==> src/rtl/tpu_drain_pkg.sv <==
// Shared types and sizing for the systolic-array result unload path.
package tpu_pkg;

    typedef enum logic [1:0] {
        IDLE  = 2'd0,
        DRAIN = 2'd1,
        LAST  = 2'd2
    } drain_state_t;

    localparam int TPU_DIM    = 4;
    localparam int TPU_BITS_C = 16;
    localparam int CNT_W      = $clog2(TPU_DIM);

    // Column counter width for an arbitrary array size; never narrower than one bit.
    function automatic int cnt_width(input int dim);
        return (dim > 1) ? $clog2(dim) : 1;
    endfunction

endpackage

==> src/rtl/tpu_drain_if.sv <==
// Valid/ready stream carrying one DIM-lane column vector per transfer.
interface tpu_drain_if #(
    parameter int DIM    = 4,
    parameter int BITS_C = 16
);
    logic [DIM*BITS_C-1:0] out_data;
    logic                  out_valid;
    logic                  out_ready;

    modport master (output out_data, output out_valid, input out_ready);
    modport slave  (input out_data, input out_valid, output out_ready);
endinterface

==> src/rtl/tpu_drain_lane.sv <==
// One lane of the drain output register; clamps negatives to zero when TPU_DRAIN_RELU_EN is defined.
module tpu_drain_lane #(
    parameter int BITS_C = 16
) (
    input  logic              clk,
    input  logic              rst_n,
    input  logic              load_i,
    input  logic [BITS_C-1:0] din_i,
    output logic [BITS_C-1:0] dout_o
);

    logic [BITS_C-1:0] data_q;
    logic [BITS_C-1:0] data_d;

    always_comb begin
`ifdef TPU_DRAIN_RELU_EN
        data_d = din_i[BITS_C-1] ? '0 : din_i;
`else
        data_d = din_i;
`endif
    end

    always_ff @(posedge clk or negedge rst_n) begin
        if (!rst_n) begin
            data_q <= '0;
        end else if (load_i) begin
            data_q <= data_d;
        end
    end

    assign dout_o = data_q;

endmodule

==> src/rtl/tpu_drain.sv <==
// Unloads accumulated partial sums from the MAC array one column per shift onto a valid/ready stream.
// Build option: TPU_DRAIN_RELU_EN clamps negative lanes to zero at capture.
module tpu_drain
    import tpu_pkg::*;
#(
    parameter int DIM    = TPU_DIM,
    parameter int BITS_C = TPU_BITS_C
) (
    input  logic                  clk,
    input  logic                  rst_n,
    input  logic                  start_i,
    input  logic                  compute_en_req_i,
    output logic                  array_en_o,
    output logic                  array_wren_o,
    output logic [DIM*BITS_C-1:0] array_cin_fill_o,
    input  logic [DIM*BITS_C-1:0] array_cout_i,
    tpu_drain_if.master           out_if,
    output logic                  busy_o,
    output logic                  done_o
);

    localparam int CW = cnt_width(DIM);

    drain_state_t          state_q;
    drain_state_t          state_d;
    logic [CW-1:0]         col_cnt_q;
    logic [CW-1:0]         col_cnt_d;
    logic                  out_valid_q;
    logic                  out_valid_d;
    logic                  busy;
    logic                  shift;
    logic                  out_hs;
    logic                  done_pulse;
    logic                  last_col;
    logic [DIM*BITS_C-1:0] lane_data;

    assign out_hs   = out_valid_q & out_if.out_ready;
    assign last_col = (col_cnt_q == CW'(DIM - 1));

    always_ff @(posedge clk or negedge rst_n) begin
        if (!rst_n) begin
            state_q <= IDLE;
        end else begin
            state_q <= state_d;
        end
    end

    always_comb begin
        state_d = state_q;
        case (state_q)
            IDLE:    if (start_i) state_d = DRAIN;
            DRAIN:   if (shift && last_col) state_d = LAST;
            LAST:    if (out_hs) state_d = IDLE;
            default: state_d = IDLE;
        endcase
    end

    // A shift is only allowed when the single output slot is empty or being emptied this cycle.
    always_comb begin
        busy       = (state_q != IDLE);
        shift      = (state_q == DRAIN) && (!out_valid_q || out_if.out_ready);
        done_pulse = (state_q == LAST) && out_hs;
    end

    always_comb begin
        col_cnt_d = col_cnt_q;
        if (state_q == IDLE && start_i) begin
            col_cnt_d = '0;
        end else if (shift) begin
            col_cnt_d = col_cnt_q + CW'(1);
        end
    end

    always_comb begin
        out_valid_d = out_valid_q;
        if (shift) begin
            out_valid_d = 1'b1;
        end else if (out_hs) begin
            out_valid_d = 1'b0;
        end
    end

    always_ff @(posedge clk or negedge rst_n) begin
        if (!rst_n) begin
            col_cnt_q   <= '0;
            out_valid_q <= 1'b0;
        end else begin
            col_cnt_q   <= col_cnt_d;
            out_valid_q <= out_valid_d;
        end
    end

    // Each lane samples the pre-shift Cout of its row on the same edge the array shifts.
    generate
        for (genvar gi = 0; gi < DIM; gi++) begin : g_lane
            tpu_drain_lane #(
                .BITS_C (BITS_C)
            ) u_lane (
                .clk    (clk),
                .rst_n  (rst_n),
                .load_i (shift),
                .din_i  (array_cout_i[gi*BITS_C +: BITS_C]),
                .dout_o (lane_data[gi*BITS_C +: BITS_C])
            );
        end
    endgenerate

    assign out_if.out_data  = lane_data;
    assign out_if.out_valid = out_valid_q;

    assign array_en_o       = compute_en_req_i & ~busy;
    assign array_wren_o     = shift;
    assign array_cin_fill_o = '0;
    assign busy_o           = busy;
    assign done_o           = done_pulse;

endmodule
==> src/flat_wrapper.sv <==
// flat-port wrapper written by rule: the top's interface ports become plain ports
module tpu_drain_flat import tpu_pkg::*;
#(
    parameter int DIM    = TPU_DIM,
    parameter int BITS_C = TPU_BITS_C
)
  (clk, rst_n, start_i, compute_en_req_i, array_en_o, array_wren_o, array_cin_fill_o, array_cout_i, busy_o, done_o, out_if_out_data, out_if_out_valid, out_if_out_ready);
  tpu_drain_if #(.DIM(DIM), .BITS_C(BITS_C)) out_if_i ();
  input  logic clk;
  input  logic rst_n;
  input  logic start_i;
  input  logic compute_en_req_i;
  output logic array_en_o;
  output logic array_wren_o;
  output logic [DIM*BITS_C-1:0] array_cin_fill_o;
  input  logic [DIM*BITS_C-1:0] array_cout_i;
  output logic busy_o;
  output logic done_o;
  output wire logic [$bits(out_if_i.out_data)-1:0] out_if_out_data;
  output wire logic [$bits(out_if_i.out_valid)-1:0] out_if_out_valid;
  input wire logic [$bits(out_if_i.out_ready)-1:0] out_if_out_ready;
  assign out_if_out_data = out_if_i.out_data;
  assign out_if_out_valid = out_if_i.out_valid;
  assign out_if_i.out_ready = out_if_out_ready;
  tpu_drain #(.DIM(DIM), .BITS_C(BITS_C)) u_core (.clk(clk), .rst_n(rst_n), .start_i(start_i), .compute_en_req_i(compute_en_req_i), .array_en_o(array_en_o), .array_wren_o(array_wren_o), .array_cin_fill_o(array_cin_fill_o), .array_cout_i(array_cout_i), .out_if(out_if_i), .busy_o(busy_o), .done_o(done_o));
endmodule
==> config.mk <==
export PLATFORM = sky130hd
export DESIGN_NAME = tpu_drain_flat
export DESIGN_NICKNAME = d
export VERILOG_FILES = /design/src/rtl/tpu_drain_pkg.sv /design/src/rtl/tpu_drain_if.sv /design/src/rtl/tpu_drain_lane.sv /design/src/rtl/tpu_drain.sv /design/src/flat_wrapper.sv
export SDC_FILE = /design/constraint.sdc
export NUM_CORES = 1
export LEC_CHECK = 0
export CORE_UTILIZATION = 34
export DETAILED_ROUTE_END_ITERATION = 12
export HOLD_SLACK_MARGIN = 0.02
export PLACE_DENSITY = 0.77
export SYNTH_ARGS = -nofsm -noshare
export SYNTH_HDL_FRONTEND = slang
export SYNTH_HIERARCHICAL = 1
export SYNTH_SLANG_ARGS = --single-unit
export TNS_END_PERCENT = 30
==> constraint.sdc <==
create_clock -name clk -period 1.6 [get_ports clk]
set_clock_uncertainty 0.05 [all_clocks]
set_input_delay 0.32 -clock clk [delete_from_list [all_inputs] [get_ports clk]]
set_output_delay 0.32 -clock clk [all_outputs]
set_load 0.1 [all_outputs]
# Word-level counts from Yosys, hierarchy flattened
# Cells that the tools add are included.
[word_totals]
word_cells = 36
ramBits = 0
memories = 0
mem_bits_ro = 0
ff_bits = 69
inputBits = 69
latch_bits = 0
[op_classes]
n_eq_ne = 6
n_reduce_logical = 11
shifts = 0
div_mod_pow = 0
addsub = 1
order_cmp = 0
n_mul = 0
n_mux = 8
bitwise_logic = 3
[ops]
columns = ["op", "n"]
rows = [
  ["2-to-1 mux 2 bit", 5],
  ["one-hot mux 2 bit (3 select lines)", 1],
  ["nonzero test 2 bit", 3],
  ["equality test 2 bit, second input constant", 2],
  ["logical AND 1 bit", 4],
  ["inequality test 2 x 1 -> 1 bit, second input constant", 2],
  ["AND reduction 3 bit", 1],
  ["adder 2 x 1 -> 2 bit, second input constant", 1],
  ["AND 1 bit", 2],
  ["equality test 2 x 1 -> 1 bit, second input constant", 1],
  ["zero test 2 bit", 1],
  ["2-to-1 mux 1 bit", 2],
  ["inequality test 2 bit, second input constant", 1],
  ["zero test 1 bit", 1],
  ["logical OR 1 bit", 1],
  ["NOT 1 bit", 1],
]

# Logic depth before layout (Yosys ltp)
[logic_depth]
ltp_word = 6
mapped_depth = 6
mapped_depth_nobuf = 4

# Cells and area by module
# Netlist, hierarchy kept.
[by_module_without_submodules]
columns = ["module", "area_each_um2", "instances", "seq_area_each_um2", "cells_each"]
rows = [
  ["tpu_drain_lane", 649.4, 4, 400.4, 34],
  ["tpu_drain", 770.7, 1, 125.1, 94],
]

# Least setup slack after synthesis
# No wires, ideal clock.
[synth_timing]
path_kind = "reg-to-reg"
start = "reg u_core.out_valid_q, in the netlist u_core/out_if.out_valid"
end = "reg u_core.g_lane[0].u_lane.data_q[10]"
n_path_buf = 3
stages_incl_launch_ff = 7
synth_period_minus_slack_ns = 3.381
required_ns = 1.424
arrival_time_ns = 3.204
setup_slack_ns = -1.781
path_cell_list = "dfrtp_1 nand2b_4 buf_6 nor3b_2 buf_6 buf_12 mux2_4"
[synth_between]
elab_chain_cells = 3
[synth_lines]
columns = ["item", "line", "rtl"]
rows = [
  ["from (decl)", "tpu_drain.sv:28", "logic out_valid_q;"],
  ["from (signal assigned)", "tpu_drain.sv:89", "out_valid_q <= out_valid_d;"],
  ["zero test 1 bit", "tpu_drain.sv:61", "shift = (state_q == DRAIN) && (!out_valid_q || out_if.out_ready);"],
  ["logical OR 1 bit", "tpu_drain.sv:61", ""],
  ["logical AND 1 bit", "tpu_drain.sv:61", ""],
  ["net array_wren_o", "flat_wrapper.sv:14", "output logic array_wren_o;"],
  ["to (signal assigned)", "tpu_drain_lane.sv:27", "data_q <= data_d;"],
  ["to (decl)", "tpu_drain_lane.sv:12", "logic [BITS_C-1:0] data_q;"],
]
# The timed path passes the listed nets, and every way through them passes these cells.
# A chain may end at the register's enable or synchronous reset.

# Worst setup path after layout
[layout_timing]
start = "in out_if_out_ready"
end = "reg u_core.g_lane[2].u_lane.data_q[1]"
[layout_between]
elab_chain_cells = 2
[layout_lines]
columns = ["item", "line", "rtl"]
rows = [
  ["from (decl)", "flat_wrapper.sv:21", "input wire logic [$bits(out_if_i.out_ready)-1:0] out_if_out_ready;"],
  ["logical OR 1 bit", "tpu_drain.sv:61", ""],
  ["logical AND 1 bit", "tpu_drain.sv:61", ""],
  ["to (signal assigned)", "tpu_drain_lane.sv:27", ""],
  ["to (decl)", "tpu_drain_lane.sv:12", ""],
]
# Every way passes these cells.

==> results list <==
* Area of the mapped netlist: 3370 um^2
- In the final layout, the multi-input gates occupy 1310 um^2.
* Post-detailed-route count of antenna-violating nets: 0
- Setup slack after placement: -428 ps
- The congestion estimate from routability-driven global placement came to 0.703.
* Share of cells above drive strength 1: 46.4%
* Number of different library cells in the post-synthesis netlist: 23
* Total of max-cap violations: 0
- The final route contains 2171 vias.
- Count of fill cells added during filler insertion: 688
- Worst reg-to-reg setup slack: -220 ps
- The number of hold violations in the final report is 0.
- The final layout contains routed wiring with a total length of 8.19 mm.
- For this run, design rule violations remaining after detail routing come to 0.
- The via count of the first global-routing pass came to 2262.
- Setup violations remaining at the end of the flow were counted as 68.
* Total count of max-transition violations in the final report: 0
- Antenna violations before repair: 0
- Average detailed-routed wire length per instance: 15.3 um
* Clk slew on worst S/H paths: 80 ps
- Critical Path AT: 2010 ps
- The most common cell in the synthesized netlist is dfrtp_1.
* Largest area contributor in the netlist: dfrtp_1
- The layer flagged by global routing as most heavily used is met2.
* Core Util, Final: 63.1%
- Port buffering added 137 buffers.
* Share of Yosys cell area claimed by the top area cell type: 51.3%
- Critical path's largest stage delay: 480 ps
* Floorplan die area: 10300 um^2
- Cell type group with the largest total delay on the critical path: buffers and inverters
* Highest net fanout along the worst path: 6
- In the global route stage, met3 resource usage came out at 5.73%.
* Yosys warning total: 6
* Die Y: 102 um
* Register area: 1730 um^2
- GR Layer Usage met2: 27.8%
- In this run the deepest clock path goes through 2 buffers.
- Yosys attributes the largest share of cell area to dfrtp_1 51%, mux2_4 18%, buf_4 14%.
* Violations in the final reports: negative setup slack
- Worst Setup Slack, final: -239 ps
* Outcome: finished, violations left
* Unrepaired setup endpoints after global routing: true
- In this run, the number of DRC markers left after iteration 0 of detailed routing was 54.
* Cell at the root of the clock tree: clkbuf_8
- Signed area change from the synthesized netlist to the final layout: 76.5%
- # IOs: 202
- Total congestion overflow after global routing: 0
* Achievable Freq: 0.544 GHz
- Counting every instance in the synthesized netlist gives 230.
- Antenna fix cells: 0
- Hold timing on the final database bottoms out at a slack of 489 ps.
* Post-synth EDFFs: 0
* Initial cell density of the core: 35.8%
- Final period utilization: 115%
- Tot GR Track Use: 16.1%
* Core Region: 9420 um^2
* Slowest stage cell on the critical path: clkdlybuf4s50_1
* Endpoint type of the worst setup path: register
- Wire length of the first global-routing pass: 12.2 mm
* Most used DFF post-synth: dfrtp_1
- Sequential cell area fraction in the yosys report: 51.3%
- Dividing the synthesized area by the synthesized cell count gives 14.6 um^2.
- Counting I/O delays and the setup requirement, the final critical path takes 1840 ps.
* Clock buffer count from CTS: 9
- Worst min-delay path category: input pin to asynchronous set/reset pin
- STA puts the critical path data required time at 1780 ps.
- The clock net in this run drives a total of 69 sinks.
- Entering global routing, the biggest net connects 48 pins.
- Startpoint type of the worst setup path: input pin
* Met1 track demand over resource in global routing: 18.3%
- H-tree Lvls: 3
- TritonCTS clock tree: built
- HPWL after DPL: 5.94 mm
- Clock latency of the later-clocked register in the worst-skew pair: 330 ps
- Placement-stage cell area: 5420 um^2
- Detailed-route vias per instance: 4.07
- After synthesis the netlist holds a flip-flop and latch count of 69.
- DR pass1 iterations: 4
- The critical path contains buffers and inverters numbering 4 combined.
* Most numerous cell types in the synthesized netlist: 69 x dfrtp_1, 64 x buf_4, 40 x mux2_4
* Critical Path, Cell by Cell: clkdlybuf4s50_1 > nand2b_4 > nor3b_4 > buf_4 > bufbuf_16 > buf_12 > mux2_2
- Fraction of registers with async set/reset: 100%
- The finished cells cover 5950 um^2.
- After the last flow step, the layout net total stands at 470.
* Std-Cell Rows: 35
* Critical path type: input pin to register
* Horiz. Die Dim: 102 um
[layout make-up]
type                       count  share of cell area [%]
tap                          129                    2.71
multi-input combinational    149                    22.0
timing repair buffer         169                    42.3
inverter                       2                   0.126
clock buffer                   9                    2.08
clock inverter                 7                    1.66
sequential                    69                    29.1
[sequential cells by signal (all words and copies together), names as in the netlist]
register                     flops
u_core/state_q                   2
u_core/g_lane.u_lane/dout_o     64
u_core/out_if.out_valid          1
u_core/col_cnt_q                 2
[cell usage in the layout (no fill, tap or decap), types with 8 or more instances in the layout]
cell type         n
clkdlybuf4s50_1  67
conb_1           64
buf_4            12
mux2_2           15
dfrtp_1          68
buf_6             8
clkbuf_8          9
mux2_4           49
buf_12           76
[stage by stage]
| step | setup TNS, ps | instances |
|---|---|---|
| 2_1_floorplan | -67410 | 293 |
| 3_3_place_gp | -24420 | 504 |
| 3_5_place_dp | -25770 | 504 |
| 4_1_cts | -9700 | 532 |
| 5_1_grt | -13040 | 534 |
| 6_report | -10770 | 534 |
[path summary, 6_finish.rpt]
check	startpoint	to	depth (start not counted)
worst min-delay path	rst_n	u_core/g_lane[2].u_lane/dout_o[11]	3
worst max register to register	u_core/out_if.out_valid	u_core/g_lane[2].u_lane/dout_o[1]	6
min in group clk	u_core/col_cnt_q[1]	u_core/col_cnt_q[1]	2
worst min register to register	u_core/col_cnt_q[1]	u_core/col_cnt_q[1]	2
max in group asynchronous	rst_n	u_core/g_lane[0].u_lane/dout_o[15]	3
worst max-delay path	out_if_out_ready	u_core/g_lane[2].u_lane/dout_o[1]	7
[metal layers]
layer	wire length [um]	share of wire, %
met5	0	0
met4	170	2.1
met3	636	7.8
met2	4340	53
met1	3050	37
[repair_timing]
item                                   4_1_cts  5_1_grt
endpoints found under the hold margin       69        0
resized for setup                           10       13
setup endpoints to repair                   65       68
pin swaps                                    2        2
cloned                                       4        0
buffers inserted                             7        2
hold buffers                                 1        0
[tightest hold or removal path, delay by kind of cell]
family / cells / cell delay [ps]
buffers and inverters: 3 / 930
[kinds of logic after synthesis]
kind of cell / Yosys count / share of synthesized area, %
compound gates: 7 / 1.15
fa+ha+maj: 1 / 0.371
buf+inv: 75 / 18.5
flops: 69 / 51.3
mux: 66 / 26.4
other cells: 1 / 0.111
simple gates: 11 / 2.12
Power is not shown: default switching activity piles up to over one toggle a cycle in this logic, so the estimate is an artifact.
